`src/rtl/fpu_pkg.sv`:
```
// Shared widths, writeback source encodings and the queued entry layout for the
// converter writeback buffer.
package fpu_pkg;

  localparam int unsigned WORD_W     = 32;
  localparam int unsigned REG_IDX_W  = 5;
  localparam logic        WB_SRC_INT = 1'b0;
  localparam logic        WB_SRC_FLT = 1'b1;

  typedef struct packed {
    logic [WORD_W-1:0]    data;
    logic [REG_IDX_W-1:0] rd;
  } wb_entry_t;

endpackage

```
`src/rtl/fpu_fifo.sv`:
```
// Circular FIFO with registered storage; full/empty/count derive from registered state
// only, so the head is visible one cycle after a push.
module fpu_fifo #(
  parameter int unsigned DEPTH = 2,
  parameter int unsigned WIDTH = 32
) (
  input  logic                   clk,
  input  logic                   rstn,
  input  logic                   push,
  input  logic [WIDTH-1:0]       wdata,
  input  logic                   pop,
  output logic [WIDTH-1:0]       rdata,
  output logic                   full,
  output logic                   empty,
  output logic [$clog2(DEPTH):0] count
);

  localparam int unsigned PtrW = $clog2(DEPTH);
  localparam int unsigned CntW = PtrW + 1;

  logic [WIDTH-1:0] mem_q [DEPTH];
  logic [PtrW-1:0]  wr_ptr_q, rd_ptr_q;
  logic [CntW-1:0]  count_q;
  logic             push_ok, pop_ok;

  assign full    = (count_q == CntW'(DEPTH));
  assign empty   = (count_q == '0);
  assign count   = count_q;
  assign rdata   = mem_q[rd_ptr_q];
  assign push_ok = push && !full;
  assign pop_ok  = pop && !empty;

  // DEPTH is a power of two, so pointers wrap by natural overflow.
  always_ff @(posedge clk or negedge rstn) begin
    if (!rstn) begin
      wr_ptr_q <= '0;
      rd_ptr_q <= '0;
      count_q  <= '0;
    end else begin
      if (push_ok) wr_ptr_q <= wr_ptr_q + PtrW'(1);
      if (pop_ok)  rd_ptr_q <= rd_ptr_q + PtrW'(1);
      case ({push_ok, pop_ok})
        2'b10:   count_q <= count_q + CntW'(1);
        2'b01:   count_q <= count_q - CntW'(1);
        default: ;
      endcase
    end
  end

  always_ff @(posedge clk) begin
    if (push_ok) mem_q[wr_ptr_q] <= wdata;
  end

endmodule

```
`src/rtl/fpu_wb_buffer.sv`:
```
// Merges float-to-int and int-to-float converter results into a single register-file
// writeback port with per-channel queues and a stall-locked round-robin grant.
module fpu_wb_buffer
  import fpu_pkg::*;
#(
  parameter int unsigned DEPTH = 2
) (
  input  logic                 clk,
  input  logic                 rstn,
  input  logic                 ftoi_valid,
  input  logic [WORD_W-1:0]    ftoi_data,
  input  logic [REG_IDX_W-1:0] ftoi_rd,
  output logic                 ftoi_ready,
  input  logic                 itof_valid,
  input  logic [WORD_W-1:0]    itof_data,
  input  logic [REG_IDX_W-1:0] itof_rd,
  output logic                 itof_ready,
  output logic                 wb_valid,
  output logic [WORD_W-1:0]    wb_data,
  output logic [REG_IDX_W-1:0] wb_rd,
  output logic                 wb_src,
  input  logic                 wb_ready
);

  localparam int unsigned CntW = $clog2(DEPTH) + 1;

  wb_entry_t       ftoi_head, itof_head, wb_head;
  logic            ftoi_full, ftoi_empty, itof_full, itof_empty;
  logic [CntW-1:0] ftoi_count, itof_count;
  logic            wb_fire, grant_flt;
  logic            grant_q, last_q, lock_q;

  assign ftoi_ready = !ftoi_full;
  assign itof_ready = !itof_full;

  fpu_fifo #(
    .DEPTH(DEPTH),
    .WIDTH($bits(wb_entry_t))
  ) u_ftoi_fifo (
    .clk  (clk),
    .rstn (rstn),
    .push (ftoi_valid && ftoi_ready),
    .wdata({ftoi_data, ftoi_rd}),
    .pop  (wb_fire && (grant_flt == WB_SRC_INT)),
    .rdata(ftoi_head),
    .full (ftoi_full),
    .empty(ftoi_empty),
    .count(ftoi_count)
  );

  fpu_fifo #(
    .DEPTH(DEPTH),
    .WIDTH($bits(wb_entry_t))
  ) u_itof_fifo (
    .clk  (clk),
    .rstn (rstn),
    .push (itof_valid && itof_ready),
    .wdata({itof_data, itof_rd}),
    .pop  (wb_fire && (grant_flt == WB_SRC_FLT)),
    .rdata(itof_head),
    .full (itof_full),
    .empty(itof_empty),
    .count(itof_count)
  );

  assign wb_valid = (ftoi_count != '0) || (itof_count != '0);
  assign wb_fire  = wb_valid && wb_ready;

  // A stalled request keeps its grant; queue heads cannot change until it completes.
  always_comb begin
    grant_flt = WB_SRC_INT;
    if (lock_q) begin
      grant_flt = grant_q;
    end else if (!ftoi_empty && !itof_empty) begin
      grant_flt = ~last_q;
    end else if (!itof_empty) begin
      grant_flt = WB_SRC_FLT;
    end
  end

  // last_q resets to the float side so the int channel wins the first contention.
  always_ff @(posedge clk or negedge rstn) begin
    if (!rstn) begin
      last_q  <= WB_SRC_FLT;
      lock_q  <= 1'b0;
      grant_q <= WB_SRC_INT;
    end else begin
      lock_q  <= wb_valid && !wb_ready;
      grant_q <= grant_flt;
      if (wb_fire) last_q <= grant_flt;
    end
  end

  assign wb_head = (grant_flt == WB_SRC_FLT) ? itof_head : ftoi_head;

  always_comb begin
    wb_data = '0;
    wb_rd   = '0;
    wb_src  = WB_SRC_INT;
    if (wb_valid) begin
      wb_data = wb_head.data;
      wb_rd   = wb_head.rd;
      wb_src  = grant_flt;
    end
  end

endmodule

```
`config.mk`:
```
export PLATFORM = sky130hd
export DESIGN_NAME = fpu_wb_buffer
export DESIGN_NICKNAME = d
export VERILOG_FILES = /design/src/rtl/fpu_pkg.sv /design/src/rtl/fpu_fifo.sv /design/src/rtl/fpu_wb_buffer.sv
export SDC_FILE = /design/constraint.sdc
export NUM_CORES = 1
export LEC_CHECK = 0
export BUFFER_PORTS_ARGS = -buffer_cell sky130_fd_sc_hd__buf_4
export CORE_MARGIN = 3
export CORE_UTILIZATION = 55
export CTS_CLUSTER_SIZE = 25
export DETAILED_ROUTE_END_ITERATION = 10
export PLACE_DENSITY_LB_ADDON = 0.08
export SYNTH_ARGS = -nofsm -noshare
export SYNTH_HDL_FRONTEND = slang
export SYNTH_SLANG_ARGS = --single-unit
```
`constraint.sdc`:
```
create_clock -name clk -period 7.2 [get_ports clk]
set_clock_uncertainty 0.15 [all_clocks]
set_input_delay 0.72 -clock clk [delete_from_list [all_inputs] [get_ports clk]]
set_output_delay 0.72 -clock clk [all_outputs]
set_load 0.01 [all_outputs]
```
==> summary.md <==
| Metric | Value |
|---|---|
| Die area | `approximately 13,000 sq um` |
| R2R depth | `6` |
| Max Clock Freq | `roughly 260 MHz` |
| CTS tree | `built` |
| Crit path required time | `about 6300 ps` |
| Seq cells post-synth | `159` |
| Final setup fails | `0` |
| Iter 0 DRT Violations | `roughly 150` |
| First-pass GRT wire length | `19,100 microns` |
| Post-synthesis instance total | `370` |
| Antenna cells | `0` |
| Max cap viols | `0` |
| Hold path endpoint | `u_itof_fifo.mem_q[1][4]` |
| Status | `complete, no violations` |
| Routed Antenna Nets | `0` |
| Hold_sp | `itof_rd[4]` |
| Vias in the first global route | `~3,700` |
| Final nets | `570` |
| Max stage delay cell, worst path | `o31a_2` |
| Unrepaired setup endpoints after global routing | `false` |
| Slew Viols, Final | `0` |
| Core footprint | `11,100 sq um` |
| Initial antenna violation count | `0` |
| Largest net degree at the start of global routing | `47` |
| WL per Instance | `18.8 microns` |
| CP Max Fanout | `46` |
| Hpwl dp | `roughly 7500 microns` |
| Setup TNS | `0 ps` |
| Pleak | `2.93 nW` |
| VDD IR max | `0.272 mV` |
| Cell area after synthesis | `roughly 6400 sq um` |
| Setup CP Type | `flip-flop to output port` |
| Hold Crit Depth | `1` |
| Wirelength, routed | `about 12,000 microns` |
| Syn avg cell area | `17.4 sq um` |
| Num CTS Buffers | `17` |
| First drt pass iteration count | `4` |
| Initial Util | `57.8%` |
| Boundary pin count | `between 100 and 150` |
| Synth warnings | `0` |
| Startpoint types | `flip-flop` |
| Hold WS | `between 300 and 400 ps` |
| Vias per Instance | `5.65` |
| Hold Violations, Final | `0` |
| Clk pin slew, worst setup/hold paths | `60 ps` |
| Die W | `approximately 110 microns` |
| Tmin final | `3880 ps` |
| Fraction of layout cells with a size suffix above 1 | `37.5%` |
| Slowest stage delay, CP | `700 ps` |
| Tightest Pin Transition | `1150 ps` |
| Placer Congestion | `0.749` |
| Clock Latency Late Sink | `410 ps` |
| Clock tree buffer depth | `2` |
| Distinct cell type count after synthesis | `25` |
| Port Buffers | `~120` |
| Die height | `approximately 110 microns` |
| CTS sink cnt | `approximately 160` |
| Congestion Overflow GR | `0` |
| Vias | `3,629` |
| Post-CTS Resized | `0` |
| Worst hold path type | `primary input to flip-flop` |
| Pwr dens | `462 nW/um^2` |
| Htree depth | `4` |
| Crit path DAT | `3010 ps` |
| Tcrit/Tclk final | `53.9%` |
| FF-to-FF Start | `last_q` |
| Worst Setup End Kind | `output port` |
| # fillers | `727` |
| Syn nets | `between 400 and 500` |
| CTS root buffer | `clkbuf_16` |
| R2r setup slk | `4760 ps` |
| GRT Util Overall | `approximately 20%` |
| Rows | `38` |
| Synthesis-to-finish area growth | `24.9%` |
| RR Endpoint | `u_ftoi_fifo.count[1]` |
| Seq/Total Area, Yosys | `73.4%` |
| CP most frequent cell | `buf_4` |
| Drc violations | `0` |
| Slew margin rel. | `23.0%` |
| Critical path cell sequence | `o21a_1 -> o31a_2 -> buf_4 -> a211oi_1 -> a211oi_2 -> buf_4` |
what timing repair did:
item	4_1_cts	5_1_grt
hold buffers	1	0
hold endpoints to repair	10	0
setup buffers	0	0
area by class of cell:
| cell class | count | area [sq um] | share of cell area (%) |
|---|---|---|---|
| clock buffer | 21 | 440 | 5.48 |
| inverter | 2 | 7.51 | 0.0934 |
| multi-input combinational | 183 | 1550 | 19.3 |
| sequential | 159 | 4720 | 58.8 |
| clock inverter | 11 | 189 | 2.35 |
| tap | 140 | 175 | 2.18 |
| timing repair buffer | 126 | 948 | 11.8 |
critical path, delay by kind of cell, from the launching register on:
family | cells | cell delay, ps
buf+inv | 2 | 790
flops | 1 | 530
compound gates | 4 | 1240
layer usage:
metal / wire length (microns) / vias to the layer above / track usage [%] / share of wire [%]
met2: 5970 / 119 / 30.1 / 50
met1: 5090 / 1785 / 26.4 / 42
met5: 0 / - / 0 / 0
li1: - / 1703 / - / -
met4: 269 / 0 / 8.63 / 2.2
met3: 719 / 22 / 5.87 / 6.0
cell usage after synthesis:
master	n	area [sq um]
edfxtp_1	148	4440
a211oi_1	47	353
mux2i_1	37	370
nor2b_1	37	231
a211oi_2	27	338
dfrtp_1	10	250
buf_2	9	45.0
buf_6	9	101
clkbuf_1	8	30.0
nor2_1	8	30.0
xnor2_1	6	52.6
xor2_1	4	35.0
nand2_1	3	11.3
and3_1	2	12.5
and3b_1	2	17.5
ha_1	2	25.0
inv_1	2	7.51
nand2b_1	2	12.5
a21oi_1	1	5.00
a31oi_1	1	6.26
dfstp_2	1	26.3
nor4_1	1	6.26
o21a_1	1	7.51
o21ai_0	1	5.00
o31a_1	1	8.76
registers in the layout, indices dropped and copies added (netlist names):
name                  flops
u_ftoi_fifo.rd_ptr_q      1
u_itof_fifo.mem_q        74
u_ftoi_fifo.mem_q        74
last_q                    1
grant_q                   1
u_itof_fifo.rd_ptr_q      1
u_itof_fifo.count         2
lock_q                    1
u_ftoi_fifo.count         2
u_itof_fifo.wr_ptr_q      1
u_ftoi_fifo.wr_ptr_q      1
cells by family after synthesis:
logic type | count (synthesis) | synth area share [%]
xor gates and xnor gates | 10 | 1.36
muxes | 37 | 5.76
buffers and inverters | 28 | 2.86
and+or+nand+nor | 55 | 5.00
DFF | 159 | 73.4
AOI/OAI and AO/OA | 79 | 11.2
adders and majority gates | 2 | 0.389
cells in the final DEF, fill, tap and decap left out, drive strengths merged, types with 2 or more instances in the layout:
cell	Yosys	routed
nand2	3	3
a211oi	74	74
nor2b	37	37
nor2	8	8
xor2	4	4
xnor2	6	6
edfxtp	148	148
mux2i	37	37
clkbuf	8	21
dfrtp	10	10
ha	2	2
nand2b	2	2
buf	18	125
inv	2	2
and3	2	2
clkinv	0	5
and3b	2	2
bufinv	0	5
stage by stage:
step	cell area [sq um]	total power, W	instances	utilization, %	setup WS [ps]
CTS	8040	0.00377	642	72.2	3320
global placement	7400	0.00278	609	66.5	3840
global route	8040	0.00392	642	72.2	3090
detailed placement	7400	0.00281	609	66.5	3780
finish	8040	0.00372	642	72.2	3320
floorplan	6430	0.00230	370	-	4240
where the power goes:
| part | switching [W] | leakage (nW) | internal, W | total [W] |
|---|---|---|---|---|
| logic | 0.000751 | 1.13 | 0.000625 | 0.00138 |
| clock network | 0.000334 | 0.303 | 0.000614 | 0.000947 |
| registers | 0.000118 | 1.50 | 0.00127 | 0.00139 |
| total | 0.00120 | 2.93 | 0.00251 | 0.00372 |
worst max path at each step:
| stage | start | endpoint | slack, ps | depth (start not counted) |
|---|---|---|---|---|
| 6_report | last_q | wb_data[4] | 3320 | 6 |
| 5_1_grt | last_q | wb_data[1] | 3090 | 6 |
| 4_1_cts | last_q | wb_data[4] | 3320 | 6 |
| 3_5_place_dp | last_q | wb_data[4] | 3780 | 6 |
| 3_3_place_gp | last_q | wb_data[23] | 3840 | 6 |
| 2_1_floorplan | itof_valid | u_itof_fifo.mem_q[0][0] | 4240 | 2 |
No activity file was read; power rests on OpenSTA's default activity.
